--- src/rtl/reg_bank_pkg.sv ---
// rtl/reg_bank_pkg.sv - shared processor constants for the register bank
//
// Purpose: data width, register count, write-enable bit indices and
//          read-select codes, plus the read-code decoder used by reg_bank.
// Ports:   none (package).

package reg_bank_pkg;

  localparam int DATA_W   = 16;
  localparam int NUM_REGS = 20;

  // WrEn bit indices; bits 0..13 are the general registers R1..R14.
  localparam int WE_R1   = 0;
  localparam int WE_R14  = 13;
  localparam int WE_TOTR = 14;
  localparam int WE_TR   = 15;
  localparam int WE_PC   = 16;
  localparam int WE_AR   = 17;
  localparam int WE_MDDR = 18;
  localparam int WE_IR   = 19;

  // RdSel codes.
  localparam logic [4:0] RD_R1   = 5'd1;
  localparam logic [4:0] RD_R14  = 5'd14;
  localparam logic [4:0] RD_TOTR = 5'd15;
  localparam logic [4:0] RD_TR   = 5'd16;
  localparam logic [4:0] RD_PC   = 5'd17;
  localparam logic [4:0] RD_AR   = 5'd18;
  localparam logic [4:0] RD_MDDR = 5'd21;
  localparam logic [4:0] RD_IR   = 5'd22;

  typedef struct packed {
    logic       valid;
    logic [4:0] idx;
  } rd_sel_t;

  // Maps a read code onto the WrEn bit index of the same register.
  // Codes 1..18 are contiguous with WrEn bits 0..17; MDDR and IR sit at
  // 21/22 and fold back onto bits 18/19. Anything else reads as zero.
  function automatic rd_sel_t rd_decode(input logic [4:0] code);
    rd_sel_t r;
    r.valid = 1'b0;
    r.idx   = 5'd0;
    if (code >= RD_R1 && code <= RD_AR) begin
      r.valid = 1'b1;
      r.idx   = code - 5'd1;
    end else if (code == RD_MDDR) begin
      r.valid = 1'b1;
      r.idx   = 5'(WE_MDDR);
    end else if (code == RD_IR) begin
      r.valid = 1'b1;
      r.idx   = 5'(WE_IR);
    end
    return r;
  endfunction

endpackage

--- src/rtl/reg_bank_reg16_inc.sv ---
// rtl/reg_bank_reg16_inc.sv - 16-bit register cell with load and increment
//
// Purpose: holds one register value; a load takes priority over an
//          increment in the same cycle, and the increment wraps at the
//          data width with no carry out.
// Ports:   clk_i  - clock, rising edge
//          rst_ni - asynchronous active-low clear
//          ld_i   - load d_i this cycle
//          d_i    - load data
//          inc_i  - add one this cycle (ignored when ld_i is set)
//          q_o    - current register value

module reg16_inc
  import reg_bank_pkg::*;
(
  input  logic              clk_i,
  input  logic              rst_ni,
  input  logic              ld_i,
  input  logic [DATA_W-1:0] d_i,
  input  logic              inc_i,
  output logic [DATA_W-1:0] q_o
);

  logic [DATA_W-1:0] q_q;
  logic [DATA_W-1:0] q_d;

  always_comb begin
    q_d = q_q;
    if (ld_i) begin
      q_d = d_i;
    end else if (inc_i) begin
      q_d = q_q + DATA_W'(1);
    end
  end

  always_ff @(posedge clk_i or negedge rst_ni) begin
    if (!rst_ni) begin
      q_q <= '0;
    end else begin
      q_q <= q_d;
    end
  end

  assign q_o = q_q;

endmodule

--- src/rtl/reg_bank.sv ---
// rtl/reg_bank.sv - processor register bank with PC/AR increment and MDDR load
//
// Purpose: twenty 16-bit registers written from C_bus under WrEn, one read
//          port onto B_bus selected by RdSel, direct outputs for the special
//          registers, and a one-cycle Conflict pulse when a memory return and
//          a bus write hit MDDR together.
// Ports:   Clock, Reset_n          - clock and async active-low reset
//          WrEn[19:0], C_bus       - write enables and write data
//          RdSel[4:0], B_bus       - read select and read data
//          PC_inc, AR_inc          - increment requests
//          Mem_valid, Mem_data     - memory return into MDDR
//          PC_out .. TR_out        - direct register values
//          Conflict                - MDDR load collision, registered pulse

module reg_bank
  import reg_bank_pkg::*;
(
  input  logic                Clock,
  input  logic                Reset_n,
  input  logic [NUM_REGS-1:0] WrEn,
  input  logic [DATA_W-1:0]   C_bus,
  input  logic [4:0]          RdSel,
  output logic [DATA_W-1:0]   B_bus,
  input  logic                PC_inc,
  input  logic                AR_inc,
  input  logic                Mem_valid,
  input  logic [DATA_W-1:0]   Mem_data,
  output logic [DATA_W-1:0]   PC_out,
  output logic [DATA_W-1:0]   AR_out,
  output logic [DATA_W-1:0]   MDDR_out,
  output logic [DATA_W-1:0]   IR_out,
  output logic [DATA_W-1:0]   TR_out,
  output logic                Conflict
);

  logic [DATA_W-1:0] reg_q   [NUM_REGS];
  logic              ld      [NUM_REGS];
  logic [DATA_W-1:0] ld_data [NUM_REGS];
  logic              inc     [NUM_REGS];

  logic    conflict_q;
  logic    conflict_d;
  rd_sel_t rd;

  always_comb begin
    for (int i = 0; i < NUM_REGS; i++) begin
      ld[i]      = WrEn[i];
      ld_data[i] = C_bus;
      inc[i]     = 1'b0;
    end
    inc[WE_PC] = PC_inc;
    inc[WE_AR] = AR_inc;
    // Memory return wins over a bus write to MDDR.
    ld[WE_MDDR]      = WrEn[WE_MDDR] | Mem_valid;
    ld_data[WE_MDDR] = Mem_valid ? Mem_data : C_bus;
  end

  for (genvar g = 0; g < NUM_REGS; g++) begin : g_reg
    reg16_inc u_reg (
      .clk_i  (Clock),
      .rst_ni (Reset_n),
      .ld_i   (ld[g]),
      .d_i    (ld_data[g]),
      .inc_i  (inc[g]),
      .q_o    (reg_q[g])
    );
  end

  assign conflict_d = Mem_valid & WrEn[WE_MDDR];

  always_ff @(posedge Clock or negedge Reset_n) begin
    if (!Reset_n) begin
      conflict_q <= 1'b0;
    end else begin
      conflict_q <= conflict_d;
    end
  end

  always_comb begin
    rd    = rd_decode(RdSel);
    B_bus = '0;
    if (rd.valid) begin
      B_bus = reg_q[rd.idx];
    end
  end

  assign PC_out   = reg_q[WE_PC];
  assign AR_out   = reg_q[WE_AR];
  assign MDDR_out = reg_q[WE_MDDR];
  assign IR_out   = reg_q[WE_IR];
  assign TR_out   = reg_q[WE_TR];
  assign Conflict = conflict_q;

endmodule

--- config.mk ---
export PLATFORM = sky130hd
export DESIGN_NAME = reg_bank
export DESIGN_NICKNAME = d
export VERILOG_FILES = /design/src/rtl/reg_bank_pkg.sv /design/src/rtl/reg_bank_reg16_inc.sv /design/src/rtl/reg_bank.sv
export SDC_FILE = /design/constraint.sdc
export NUM_CORES = 1
export LEC_CHECK = 0
export BUFFER_PORTS_ARGS = -buffer_cell sky130_fd_sc_hd__buf_4
export CAP_MARGIN = 20
export CORE_UTILIZATION = 60
export DETAILED_ROUTE_END_ITERATION = 8
export PLACE_DENSITY = 0.85
export SLEW_MARGIN = 20
export SYNTH_ARGS = -nofsm -noshare
export SYNTH_HDL_FRONTEND = slang
export SYNTH_SLANG_ARGS = --single-unit
--- constraint.sdc ---
create_clock -name Clock -period 4.3 [get_ports Clock]
set_input_delay 0.215 -clock Clock [delete_from_list [all_inputs] [get_ports Clock]]
set_output_delay 0.215 -clock Clock [all_outputs]
set_load 0.1 [all_outputs]
==> impl_results.md <==
* GRT Residual Overflow at 0
* Resized cells post-CTS at 0
* Ys flop type: dfrtp_1
* Post-cts hold buffer count at 17
* MaxCap Viol Count at 0
* Pleak at 7.99 nW
* Distinct cells, synth at between 40 and 50
* Reg area at 8030 um2
* ANT cells at 0
* Clk_lat worst skew at 510 ps
* Final wirelength at 45.4 mm
* Vias at 12000
* Setup Buffers After CTS at 0
* Mapped cell area at 15700 um2
* Die H at 164 um
* Sequential-to-total area share from yosys stat at 51.2%
* Gp weighted congestion at 0.982
* Top sig layer: met4
* Clock sink total at approximately 320
* CTS Buffer Depth at 3
* Multi-input logic area at 7340 um2
* Post-Route M1 WL at between 15 and 20 mm
* Die Width at 164 um
* Area grow syn2layout at 17.6%
* Initial antenna violation count at 0
* Syn_nets at approximately 1400
* Setup clock skew after layout at 11.5 ps
* CP Max Fanout at 14
* Data arrival, critical path at 3370 ps
* Final hold vios at 0
* Routed wl met3 at 4.02 mm
* Vias per inst at 6.57
* Initial DRC count at 1138
* Final Max Tran Viols at 0
* Final Instance Count excl. Fillers at approximately 1800
* Slew headroom at 51.4%
* Worst Setup Path Type: primary input to output port
* Asr flop ratio synth at 100%
* Setup violators final at 0
* Met2 wire length at 21.8 mm
* Hpwl dp at ~28 mm
* Filler cells at between 1500 and 2000
* CTS Buf Count at 34
* Synth warnings at 0
* Power Dens Cells at 462 nW/um2
* H-tree depth at 2
* PortBufs at 158
* Status: finished, final reports clean
* Clock transition at path regs at 60 ps
* Worst min path class: primary input to flop
* Fin crit period at 3580 ps
* Crit path launch type: primary input
* WP data required at 4090 ps
* Final Cycle Share at 83.3%
* DR WL/cell at 24.9 um
* CTS Root Cell: clkbuf_16
* Worst slew pin tran at approximately 730 ps
* Layout cells sized above 1 at 36.5%
* #FFs+latches synth at between 300 and 400
* Routed Antenna Nets at 0
* Core ar. at roughly 25000 um2
* Endpoint class of the critical path: output port
* Drt first pass iters at 7
* Number of global-route vias before repair at 12200
* Detailed-route DRC error count at 0
* TritonCTS clock tree: built
* EDFF count, synth at 0
* RSZ-0062 raised after global routing: false
* Avg Inst Size Synth at 11.5 um2
* First-pass GRT wire length at roughly 70 mm
* Cells after Synth at 1359
* Overall Global Routing Usage at between 30% and 40%
* Initial Util at around three fifths
* VDD IR max at 0.000393 V
* Die area at approximately 27000 um2
* DP Cell Count at 1746
* Final setup TNS at 0 ps
* Cell Rows at 58
* Largest net degree at the start of global routing at 90
* Fmax at 279 MHz
* Io pins at around 160
* Final #Nets at 1536
## per-stage QoR
step | total power [mW] | worst slack (ps) | instance area (um2) | utilization, % | hold WS [ps]
final | 8.53 | 718 | 18500 | 72.7 | 37.8
after detailed placement | 5.76 | 797 | 17200 | 67.9 | 281
after floorplan | 5.13 | 271 | 15800 | - | -80.6
after CTS | 8.51 | 758 | 18500 | 72.7 | 32.3
after global routing | 8.78 | 502 | 18500 | 72.7 | 73.8
after global placement | 5.69 | 847 | 17200 | 67.9 | 278
## cell usage after synthesis (2+ instances only)
cell type  instances  share of area, %
dfrtp_1          321                51
mux2_2           274                20
nand2_1          242               5.8
clkbuf_1          96               2.3
o21ai_0           54               1.7
a21oi_1           48               1.5
mux2i_1           37               2.4
nand3_1           30              0.96
xor2_1            23               1.3
and3_1            22              0.88
a32oi_1           17              0.95
mux4_2            17               2.4
nor2_1            15              0.36
or3_1             15              0.60
o31a_1            14              0.78
a22oi_1           13              0.62
o41ai_2           13               1.3
a32o_1            12              0.77
buf_2             12              0.38
nand4_1           12              0.48
buf_1             11              0.26
xnor2_1           11              0.61
a31oi_1            5              0.20
ha_1               5              0.40
buf_4              4              0.19
a221oi_1           3              0.17
inv_1              3             0.072
nor3_1             3             0.096
o31ai_1            3              0.14
a2111oi_0          2              0.11
a31oi_4            2              0.27
and2_1             2             0.080
and3b_1            2              0.11
## flip-flops by register name, summed over array words and instances, names as in the netlist
| signal | count |
|---|---|
| g.u_reg.q_o | 320 |
| Conflict | 1 |
## routing by layer
| layer | global-route usage [%] | vias up |
|---|---|---|
| met2 | 56.6 | 644 |
| met3 | 7.27 | 155 |
| met5 | 0 | - |
| li1 | - | 5060 |
| met1 | 45.5 | 6108 |
| met4 | 16.1 | 0 |
## critical path: stages
cell and delay [ps]:
buf_4 210, inv_1 190, ha_1 300, nor2b_1 200, o31a_1 350, nor3_2 90, nand2_1 550, o31a_1 240
a32oi_1 170, o41ai_4 470, buf_4 360
## cells by family (layout without fill, tap and decap cells)
family | after synthesis | count (layout) | synth area share [%]
AO/OA/AOI/OAI | 194 | 194 | 9.06
XOR/XNOR | 34 | 34 | 1.90
adder cells (fa/ha/maj) | 5 | 5 | 0.399
buffers and inverters | 127 | 260 | 3.28
flip-flops | 321 | 321 | 51.2
multiplexers | 328 | 328 | 24.5
AND/OR/NAND/NOR | 350 | 350 | 9.69
## placed cells by master, fill, tap and decap left out, types with 2 or more instances in the layout
master           n
nand2_1        242
nor3_2           2
o21ai_0         54
xor2_1          23
dfrtp_1        321
o31ai_4          2
ha_1             5
a221oi_1         3
nand4_1         12
a21oi_1         48
a32oi_1         17
xnor2_1         11
and3b_1          2
o31a_1          14
dlygate4sd3_1   17
a32o_1          12
a2111oi_0        2
inv_1            3
clkinvlp_4       2
buf_12           7
mux2_2         274
a22oi_1         13
and2_1           2
and3_1          22
a31oi_4          2
clkbuf_16       35
clkbuf_1        10
a31oi_1          5
clkbuf_8         5
mux4_2          17
clkinv_2         6
nand3_1         30
o41ai_4         13
nor2_1          15
or3_1           15
mux2i_1         37
buf_4          173
## cell type report
cell class	count	area share, %
Tap cell	330	2.24
Clock inverter	9	0.292
Multi-Input combinational cell	911	39.8
Inverter	3	0.0610
Sequential cell	321	43.5
Timing Repair Buffer	198	8.80
Clock buffer	50	5.32
## power by group
group	leakage [nW]	internal (mW)	total [mW]	switching, mW
logic	3.70	0.699	2.21	1.51
clock network	0.507	1.59	2.77	1.19
registers	3.78	3.32	3.54	0.220
total	7.99	5.61	8.53	2.92
## final timing paths
kind                       slack, ps  depth (start not counted)                      end                    from
setup reg to reg                2140                          7  g_reg[17].u_reg.q_o[12]  g_reg[17].u_reg.q_o[0]
hold reg to reg                  510                          1    g_reg[9].u_reg.q_o[8]   g_reg[9].u_reg.q_o[8]
hold / removal                    40                          3   g_reg[17].u_reg.q_o[0]                  AR_inc
min in group asynchronous        310                          2   g_reg[17].u_reg.q_o[1]                 Reset_n
setup / recovery                 720                         11                B_bus[14]                RdSel[0]
max in group asynchronous       2860                          3  g_reg[17].u_reg.q_o[10]                 Reset_n
Power figures use the tool's default switching activity.
